**config.mk**
```make
export PLATFORM = sky130hd
export DESIGN_NAME = mem_access_ctrl
export DESIGN_NICKNAME = d
export VERILOG_FILES = /design/src/rtl/mem_access_ctrl_pkg.sv /design/src/rtl/mem_access_ctrl_lane_align.sv /design/src/rtl/mem_access_ctrl.sv
export SDC_FILE = /design/constraint.sdc
export NUM_CORES = 1
export LEC_CHECK = 0
export CAP_MARGIN = 20
export CORE_UTILIZATION = 41
export CTS_CLUSTER_DIAMETER = 40
export DETAILED_ROUTE_END_ITERATION = 10
export PLACE_DENSITY = 0.77
export SLEW_MARGIN = 10
export SYNTH_ARGS = -nofsm -noshare
export SYNTH_HDL_FRONTEND = slang
export SYNTH_SLANG_ARGS = --single-unit
```
**constraint.sdc**
```tcl
create_clock -name clock -period 2.47 [get_ports clock]
set_input_delay 0.494 -clock clock [delete_from_list [all_inputs] [get_ports clock]]
set_output_delay 0.494 -clock clock [all_outputs]
set_load 0.005 [all_outputs]
```
**src/rtl/mem_access_ctrl_pkg.sv**
```systemverilog
// Shared types for the data-memory access controller: FSM states, access-size codes
// and the latched request record.
package mem_access_ctrl_pkg;

  typedef enum logic [1:0] {
    IDLE     = 2'd0,
    REQ      = 2'd1,
    WAIT_RSP = 2'd2,
    DONE     = 2'd3
  } mem_ctrl_state_t;

  localparam logic [1:0] MEM_SIZE_BYTE = 2'd0;
  localparam logic [1:0] MEM_SIZE_HALF = 2'd1;
  localparam logic [1:0] MEM_SIZE_WORD = 2'd2;

  // Snapshot of the core's request, taken in IDLE so the bus sees stable values.
  typedef struct packed {
    logic        r_w;
    logic [1:0]  size;
    logic        load_unsigned;
    logic [31:0] addr;
    logic [31:0] wdata;
  } mem_req_t;

endpackage

```
**src/rtl/mem_access_ctrl_lane_align.sv**
```systemverilog
// Combinational lane steering: byte enables, store replication and load extraction/extension.
// MISALIGN_TRAP_EN: when defined, flags misaligned half/word/size-3 accesses.
module mem_lane_align
  import mem_access_ctrl_pkg::*;
(
  input  logic [1:0]  size,
  input  logic [1:0]  addr_lo,
  input  logic        load_unsigned,
  input  logic [31:0] store_data,
  input  logic [31:0] rdata,
  output logic [3:0]  be,
  output logic [31:0] wdata,
  output logic [31:0] load_data,
  output logic        misaligned
);

  logic [7:0]  byte_val;
  logic [15:0] half_val;

  always_comb begin
    byte_val = rdata[7:0];
    case (addr_lo)
      2'd1:    byte_val = rdata[15:8];
      2'd2:    byte_val = rdata[23:16];
      2'd3:    byte_val = rdata[31:24];
      default: byte_val = rdata[7:0];
    endcase
    // Halves only look at addr[1]; a stray addr[0] is forced aligned.
    half_val = addr_lo[1] ? rdata[31:16] : rdata[15:0];
  end

  always_comb begin
    be        = 4'hF;
    wdata     = store_data;
    load_data = rdata;
    case (size)
      MEM_SIZE_BYTE: begin
        be        = 4'b0001 << addr_lo;
        wdata     = {4{store_data[7:0]}};
        load_data = load_unsigned ? {24'd0, byte_val} : {{24{byte_val[7]}}, byte_val};
      end
      MEM_SIZE_HALF: begin
        be        = addr_lo[1] ? 4'b1100 : 4'b0011;
        wdata     = {2{store_data[15:0]}};
        load_data = load_unsigned ? {16'd0, half_val} : {{16{half_val[15]}}, half_val};
      end
      default: begin
        // Word and the reserved size both use the full lane-0 word.
        be        = 4'hF;
        wdata     = store_data;
        load_data = rdata;
      end
    endcase
  end

`ifdef MISALIGN_TRAP_EN
  always_comb begin
    misaligned = 1'b0;
    case (size)
      MEM_SIZE_HALF: misaligned = addr_lo[0];
      MEM_SIZE_WORD: misaligned = (addr_lo != 2'b00);
      2'd3:          misaligned = 1'b1;
      default:       misaligned = 1'b0;
    endcase
  end
`else
  assign misaligned = 1'b0;
`endif

endmodule

```
**src/rtl/mem_access_ctrl.sv**
```systemverilog
// Sequences core loads/stores onto a valid/ready memory bus and stalls the PC until done.
// MISALIGN_TRAP_EN: when defined, misaligned accesses complete immediately with bus_err.
module mem_access_ctrl
  import mem_access_ctrl_pkg::*;
#(
  parameter int TIMEOUT_CYCLES = 64
) (
  input  logic        clock,
  input  logic        reset,
  input  logic        core_req,
  input  logic        mem_r_w,
  input  logic [1:0]  mem_access_size,
  input  logic        mem_load_unsigned,
  input  logic [31:0] addr,
  input  logic [31:0] store_data,
  output logic        stall,
  output logic        done,
  output logic [31:0] load_data,
  output logic        bus_err,
  output logic        bus_req_valid,
  input  logic        bus_req_ready,
  output logic        bus_we,
  output logic [31:0] bus_addr,
  output logic [3:0]  bus_be,
  output logic [31:0] bus_wdata,
  input  logic        bus_rsp_valid,
  input  logic [31:0] bus_rsp_rdata
);

  localparam int CNT_W   = (TIMEOUT_CYCLES > 1) ? $clog2(TIMEOUT_CYCLES) : 1;
  localparam int TO_LAST = (TIMEOUT_CYCLES > 0) ? TIMEOUT_CYCLES - 1 : 0;

  mem_ctrl_state_t   state_reg;
  mem_req_t          req_reg;
  mem_req_t          live_req;
  logic [CNT_W-1:0]  timeout_cnt_reg;
  logic [31:0]       load_data_reg;
  logic              bus_err_reg;

  logic [1:0]  sel_size;
  logic [1:0]  sel_addr_lo;
  logic        sel_unsigned;
  logic [31:0] sel_wdata;
  logic [3:0]  align_be;
  logic [31:0] align_wdata;
  logic [31:0] align_load;
  logic        misaligned;

  always_comb begin
    live_req               = '0;
    live_req.r_w           = mem_r_w;
    live_req.size          = mem_access_size;
    live_req.load_unsigned = mem_load_unsigned;
    live_req.addr          = addr;
    live_req.wdata         = store_data;
  end

  // The aligner sees the live request in IDLE (for the misalign decision) and the
  // latched one afterwards (for bus lanes and load extraction).
  always_comb begin
    if (state_reg == IDLE) begin
      sel_size     = live_req.size;
      sel_addr_lo  = live_req.addr[1:0];
      sel_unsigned = live_req.load_unsigned;
      sel_wdata    = live_req.wdata;
    end else begin
      sel_size     = req_reg.size;
      sel_addr_lo  = req_reg.addr[1:0];
      sel_unsigned = req_reg.load_unsigned;
      sel_wdata    = req_reg.wdata;
    end
  end

  mem_lane_align u_lane_align (
    .size          (sel_size),
    .addr_lo       (sel_addr_lo),
    .load_unsigned (sel_unsigned),
    .store_data    (sel_wdata),
    .rdata         (bus_rsp_rdata),
    .be            (align_be),
    .wdata         (align_wdata),
    .load_data     (align_load),
    .misaligned    (misaligned)
  );

  always_ff @(posedge clock) begin
    if (reset) begin
      state_reg       <= IDLE;
      req_reg         <= '0;
      timeout_cnt_reg <= '0;
      load_data_reg   <= '0;
      bus_err_reg     <= 1'b0;
    end else begin
      case (state_reg)
        IDLE: begin
          if (core_req) begin
            req_reg       <= live_req;
            load_data_reg <= '0;
            if (misaligned) begin
              bus_err_reg <= 1'b1;
              state_reg   <= DONE;
            end else begin
              bus_err_reg <= 1'b0;
              state_reg   <= REQ;
            end
          end
        end
        REQ: begin
          if (bus_req_ready) begin
            timeout_cnt_reg <= '0;
            state_reg       <= WAIT_RSP;
          end
        end
        WAIT_RSP: begin
          if (bus_rsp_valid) begin
            load_data_reg <= req_reg.r_w ? align_load : 32'd0;
            state_reg     <= DONE;
          end else if (TIMEOUT_CYCLES > 0) begin
            if (timeout_cnt_reg == CNT_W'(TO_LAST)) begin
              bus_err_reg <= 1'b1;
              state_reg   <= DONE;
            end else begin
              timeout_cnt_reg <= timeout_cnt_reg + 1'b1;
            end
          end
        end
        DONE: begin
          bus_err_reg <= 1'b0;
          state_reg   <= IDLE;
        end
        default: state_reg <= IDLE;
      endcase
    end
  end

  // Outputs decode the state register; reset forces them low in the same cycle.
  logic in_req;
  assign in_req        = !reset && (state_reg == REQ);
  assign bus_req_valid = in_req;
  assign bus_we        = in_req && !req_reg.r_w;
  assign bus_addr      = in_req ? {req_reg.addr[31:2], 2'b00} : 32'd0;
  assign bus_be        = in_req ? align_be : 4'd0;
  assign bus_wdata     = in_req ? align_wdata : 32'd0;
  assign done          = !reset && (state_reg == DONE);
  assign bus_err       = done && bus_err_reg;
  assign load_data     = reset ? 32'd0 : load_data_reg;
  assign stall         = !reset && core_req && (state_reg != DONE);

endmodule
```
# [Yosys cells after proc, flatten, opt, wreduce, memory -nomap -nowiden]
# Cells that the tools add are included.
[op_classes] n_reduce_logical=18 n_eq_ne=16 n_shift=1 muxes=33 add_sub_neg=1
[op_table] op="$mux W32" n=9
[op_table] op="$pmux W32 S2" n=3
[op_table] op="$pmux W8 S3" n=1
[op_table] op="$mux W6" n=3
[op_table] op="$mux W16" n=1
[op_table] op="$ne A2 B2 Y1 const B" n=7
[op_table] op="$mux W2" n=6
[op_table] op="$pmux W6 S2" n=1
[op_table] op="$eq A2 B2 Y1 const B" n=4
[op_table] op="$mux W4" n=2
[op_table] op="$pmux W2 S4" n=1
[op_table] op="$pmux W4 S2" n=1
[op_table] op="$reduce_and A4 Y1" n=2
[op_table] op="$add A6 B1 Y6 const B" n=1
[op_table] op="$eq A2 B1 Y1 const B" n=3
[op_table] op="$eq A6 B6 Y1 const B" n=1
[op_table] op="$logic_and A1 B1 Y1" n=6
[op_table] op="$reduce_and A3 Y1" n=2
[op_table] op="$logic_not A2 Y1" n=2
[op_table] op="$mux W1" n=4
[op_table] op="$reduce_bool A2 Y1" n=2
[op_table] op="$shl A1 B2 Y4 const A" n=1
[op_table] op="$ne A3 B3 Y1 const B" n=1
[op_table] op="$pmux W1 S3" n=1
[op_table] op="3 further kinds" n=4
[totals] out_inout_bits=105 in_bits=105 register_bits=109

# [Longest topological paths before layout]
[depth] depth_word=9 ltp_mapped=10

# [By module]
# From an unflattened synthesis, not the netlist that was laid out.
[hier_totals] cells_unflattened=862 area_unflattened_um2=6467.5
[by_module_without_submodules] module="mem_access_ctrl" area_each_um2=5198.7 instances=1 seq_area_each_um2=2182.1 cells_each=669
[by_module_without_submodules] module="mem_lane_align" area_each_um2=1268.7 instances=1 seq_area_each_um2=0.0 cells_each=193

# [Least setup slack after synthesis]
# No wires, ideal clock.
[synth_path] path_kind="flip-flop to output port" from="register state_reg[0]" to="output port bus_wdata[29]" required_time_ns=1.976 path_buffers=4 path_stages_with_launch=9 path_slack_ns=0.024 t_arrival_ns=1.952 path_cell_list="dfxtp_1 inv_1 ha_1 buf_6 buf_4 buf_6 mux2_2 buf_2 a221oi_1"
[synth_between] elab_chain_cells=5
[synth_rtl] element="start: declaration" line_no="mem_access_ctrl.sv:33" text="mem_ctrl_state_t state_reg;"
[synth_rtl] element="start signal: assignment" line_no="mem_access_ctrl.sv:88" text="state_reg <= IDLE;"
[synth_rtl] element="start signal: assignment" line_no="mem_access_ctrl.sv:101" text="state_reg <= DONE;"
[synth_rtl] element="start signal: assignment" line_no="mem_access_ctrl.sv:104" text="state_reg <= REQ;"
[synth_rtl] element="$logic_not A2 Y1" line_no="mem_access_ctrl.sv:61" text="if (state_reg == IDLE) begin"
[synth_rtl] element="$mux W2" line_no="mem_access_ctrl.sv:61"
[synth_rtl] element="$eq A2 B1 Y1 / $logic_not A2 Y1 (equally long branches)" line_no="mem_access_ctrl_lane_align.sv:36" text="case (size)"
[synth_rtl] element="$pmux W32 S2" line_no="mem_access_ctrl_lane_align.sv:36"
[synth_rtl] element="$mux W32 (*)" line_no="mem_access_ctrl.sv:143" text="assign bus_wdata = in_req ? align_wdata : 32'd0;"
[synth_rtl] element="end: declaration" line_no="mem_access_ctrl.sv:25" text="output logic [31:0] bus_wdata,"
# Every way passes the cells marked *; elsewhere a longest branch is shown, timed or not.

# [Worst setup path after layout]
[layout_path] from="register state_reg[0]" to="output port bus_wdata[25]"
# The elaborated chain is that of the path after synthesis.

==> metrics <==
type of element capturing the critical path=output pin; H-tree levels=3; max capacitance violation total=0; Core Rows=43; area of all placed cells without fillers=9670 um2; 1st-pass router iterations=5; final setup slack of the worst path=-0.0629 ns; number of antenna-violating nets in the routed design=0; count of flip-flops with a built-in enable after synthesis=0; final clock period utilization by the worst path=103%; detailed-route DRC error count=0; Worst Clk Skew=0.00559 ns; clock network power share=between 10% and 20%; sequential element share of the synthesized area=36.3%; most frequently used flop master after synthesis=sky130_fd_sc_hd__dfxtp_1; CTS sink count=109; number of filler cells placed in the layout=1102; post-synthesis cell count=774; Power per Cell Area=979 nW/um2; data required time of the critical path=1.98 ns; Via density=5.61; clk slew on worst S/H paths=0.07 ns; number of slew-limit violations in the final report=0; total half-perimeter wirelength after legalization and detailed placement=13700 um; number of buffers between clock root and the deepest sink=2; Final Wtd Congestion=0.914; worst min-delay path class=reg -> reg; Flop pwr share=between 20% and 30%; Net Sw Power=3.75 mW; via count of the first global-routing pass=roughly 6.3k; Overall Global Routing Usage=27.9%; largest net degree at the start of global routing=69; Reg2Reg Capture Point=load_data_reg[25]$_SDFFE_PP0P_; transition time at the pin with the least slew margin=0.687 ns; final hold slack=roughly 0.45 ns; Worst-Skew Late Latency=0.36 ns; global-route wire length before repair=32500 um; Final Critical Period=around 2.5 ns; starting density of the core=42.6%; static power due to leakage=slightly above 4 nW; IR drop worst, VDD=0.458 mV; startpoint of the most critical setup path=state_reg[0]$_SDFFE_PP0P_; core area=14100 um2; number of ports placed on the die boundary=210; setup slack, reg-to-reg=0.06 ns; type of the setup path with the least slack=reg -> out; ratio of cells with drive above 1 in the final layout=26.0%; detailed-route wire length per cell=between 15 and 20 um; Yosys warning total=0; FF-to-FF path depth=12; RSZ-0062 raised after global routing=true; Final Routed Wirelength=21900 um; relative contribution of combinational cells to total power=61.8%; input/output buffers=207; worst-case headroom to the max-slew limit=54.2%; data arrival time of the critical path=between 2 and 2.5 ns; Register Area=2190 um2; Hold Vio Cnt, Final=0; biggest fanout along the worst timing path=7; startpoint types=flop; number of nets in the final layout=1148; Area Overhead vs Synth=60.8%; total via count after detailed routing=6867; clock tree root driver cell=sky130_fd_sc_hd__clkbuf_16; Avg Synthesized Cell Area=7.76 um2; die width=between 100 and 150 um; last element of the critical path=bus_wdata[25]; Async S/R FF share, synth=0%; switching fraction of total power=39.6%; Die Area=15100 um2; flip-flop count of the largest register, all copies and words added=68; Power Internal=approximately 5.7 mW; Multi-input gate area=between 3000 and 4000 um2; Synth Register Bits=109; initial drt markers=between 600 and 700; initial antenna violation count=2; startpoint of the lowest-slack register-to-register path=state_reg[0]$_SDFFE_PP0P_; violations in the final reports=setup timing; hold bufs inserted after CTS=0; number of buffers created by CTS=9; count of cell types in the netlist=57; clock tree from TritonCTS=built; result of the run=finished, violations left; number of endpoints failing setup at the final stage=11; area of placed instances=8560 um2; Post-Syn Area=6010 um2; y dimension of the die=123 um; highest achievable clock rate=395 MHz; GR Overflow Total=0
-- area by class of cell --
type / instances / area share, %
multi-input combinational: 599 / 41.1
sequential: 109 / 22.6
inverter: 8 / 0.311
clock inverter: 5 / 0.518
tap: 180 / 2.33
antenna: 1 / 0.0259
timing repair buffer: 311 / 30.6
clock buffer: 11 / 2.51
-- metrics by stage --
step | utilization [%] | worst slack [ns] | power [mW] | std cells | setup TNS, ns
floorplan | - | 0.0244 | 4.54 | 775 | 0
global placement | 60.7 | -0.415 | 6.18 | 1157 | -13.38
detailed placement | 60.7 | -0.453 | 6.23 | 1157 | -14.61
CTS | 66.4 | -0.123 | 8.74 | 1211 | -1.08
global route | 68.6 | -0.132 | 9.92 | 1224 | -1.73
finish | 68.6 | -0.0629 | 9.46 | 1224 | -0.282
-- logic make-up after synthesis --
group / Yosys count / share of synthesized area (%)
mux: 43 / 7.47
xor+xnor: 4 / 0.583
fa+ha+maj: 5 / 1.04
buf+inv: 69 / 5.45
other cells: 1 / 0.0624
simple gates: 339 / 26.3
flops: 109 / 36.3
compound gates: 204 / 22.8
-- power by group through the flow --
stage / combinational (mW) / clock [mW] / sequential (mW)
finish: 5.85 / 1.47 / 2.14
CTS: 5.12 / 1.50 / 2.12
detailed placement: 4.08 / 0 / 2.15
global route: 6.19 / 1.56 / 2.16
floorplan: 2.42 / 0 / 2.12
global placement: 4.05 / 0 / 2.14
-- worst min path at each step --
stage                             startpoint                       end  slack (ns)  depth (start not counted)
floorplan           req_reg[34]$_SDFFE_PP0P_  req_reg[34]$_SDFFE_PP0P_        0.43                          2
global placement    req_reg[38]$_SDFFE_PP0P_  req_reg[38]$_SDFFE_PP0P_        0.44                          2
detailed placement  req_reg[55]$_SDFFE_PP0P_  req_reg[55]$_SDFFE_PP0P_        0.44                          2
CTS                 req_reg[55]$_SDFFE_PP0P_  req_reg[55]$_SDFFE_PP0P_        0.45                          2
global route        req_reg[54]$_SDFFE_PP0P_  req_reg[54]$_SDFFE_PP0P_        0.47                          2
finish              req_reg[47]$_SDFFE_PP0P_  req_reg[47]$_SDFFE_PP0P_        0.45                          2
-- cells in the final DEF, fill, tap and decap left out, types with 11 or more instances in the layout --
cell type,instances
sky130_fd_sc_hd__and2_1,37
sky130_fd_sc_hd__nand3_1,11
sky130_fd_sc_hd__buf_4,67
sky130_fd_sc_hd__clkbuf_2,19
sky130_fd_sc_hd__nor2_1,42
sky130_fd_sc_hd__buf_6,19
sky130_fd_sc_hd__dfxtp_1,106
sky130_fd_sc_hd__buf_2,28
sky130_fd_sc_hd__mux2_4,12
sky130_fd_sc_hd__buf_12,11
sky130_fd_sc_hd__a21oi_1,79
sky130_fd_sc_hd__a31oi_1,12
sky130_fd_sc_hd__dlygate4sd2_1,19
sky130_fd_sc_hd__nand2_1,160
sky130_fd_sc_hd__mux2i_1,22
sky130_fd_sc_hd__a221o_1,18
sky130_fd_sc_hd__o21ai_0,13
sky130_fd_sc_hd__nor2b_1,36
sky130_fd_sc_hd__a211oi_2,13
sky130_fd_sc_hd__clkdlybuf4s50_1,134
-- synth_stat cells, types with 2 or more instances --
| library cell | instances | area share (%) |
|---|---|---|
| sky130_fd_sc_hd__mux2i_1 | 31 | 5.2 |
| sky130_fd_sc_hd__a211oi_1 | 20 | 2.5 |
| sky130_fd_sc_hd__nor2_1 | 55 | 3.4 |
| sky130_fd_sc_hd__ha_1 | 5 | 1.0 |
| sky130_fd_sc_hd__a21o_1 | 7 | 0.87 |
| sky130_fd_sc_hd__buf_6 | 5 | 0.94 |
| sky130_fd_sc_hd__a221oi_1 | 14 | 2.0 |
| sky130_fd_sc_hd__clkbuf_1 | 31 | 1.9 |
| sky130_fd_sc_hd__o211ai_1 | 7 | 0.87 |
| sky130_fd_sc_hd__and2_1 | 41 | 4.3 |
| sky130_fd_sc_hd__buf_2 | 12 | 1.0 |
| sky130_fd_sc_hd__a31oi_1 | 12 | 1.2 |
| sky130_fd_sc_hd__nor3_1 | 2 | 0.17 |
| sky130_fd_sc_hd__buf_1 | 8 | 0.50 |
| sky130_fd_sc_hd__nand3b_1 | 2 | 0.25 |
| sky130_fd_sc_hd__a21oi_1 | 83 | 6.9 |
| sky130_fd_sc_hd__o21ai_0 | 22 | 1.8 |
| sky130_fd_sc_hd__o311ai_1 | 2 | 0.29 |
| sky130_fd_sc_hd__nor3b_1 | 4 | 0.50 |
| sky130_fd_sc_hd__xnor2_1 | 4 | 0.58 |
| sky130_fd_sc_hd__nand4_1 | 2 | 0.21 |
| sky130_fd_sc_hd__nand3_1 | 11 | 0.92 |
| sky130_fd_sc_hd__o311ai_0 | 4 | 0.58 |
| sky130_fd_sc_hd__inv_1 | 7 | 0.44 |
| sky130_fd_sc_hd__a221o_1 | 18 | 3.0 |
| sky130_fd_sc_hd__nor2b_1 | 38 | 4.0 |
| sky130_fd_sc_hd__nand2b_1 | 6 | 0.62 |
| sky130_fd_sc_hd__nand2_1 | 164 | 10 |
| sky130_fd_sc_hd__mux2_2 | 11 | 2.1 |
| sky130_fd_sc_hd__dfxtp_1 | 109 | 36 |
| sky130_fd_sc_hd__buf_4 | 4 | 0.50 |
| sky130_fd_sc_hd__or3_1 | 8 | 0.83 |
-- per-layer routing --
layer,GRT usage [%],vias to the layer above,part of all wire [%]
li1,-,3223,-
met1,34.6,3224,41
met2,44.3,350,47
met3,7.56,68,8.5
met4,14.4,2,3.4
met5,0,-,0.059
-- what timing repair did --
action / CTS / global route
pin swaps: 16 / 30
resized for setup: 241 / 106
gates cloned: 6 / 2
buffers inserted: 32 / 15
endpoints found under the setup margin: 84 / 73
-- worst max-delay path, stage by stage, from the launching register on --
cell and delay (ns):
sky130_fd_sc_hd__dfxtp_2 0.32, sky130_fd_sc_hd__inv_2 0.07, sky130_fd_sc_hd__ha_4 0.21, sky130_fd_sc_hd__buf_6 0.15, sky130_fd_sc_hd__nor3_4 0.05, sky130_fd_sc_hd__nor2_4 0.13, sky130_fd_sc_hd__buf_6 0.14, sky130_fd_sc_hd__buf_12 0.11
sky130_fd_sc_hd__buf_6 0.10, sky130_fd_sc_hd__o21ai_2 0.05, sky130_fd_sc_hd__a221oi_2 0.18, sky130_fd_sc_hd__buf_2 0.16
No activity file was read; power rests on OpenSTA's default activity.
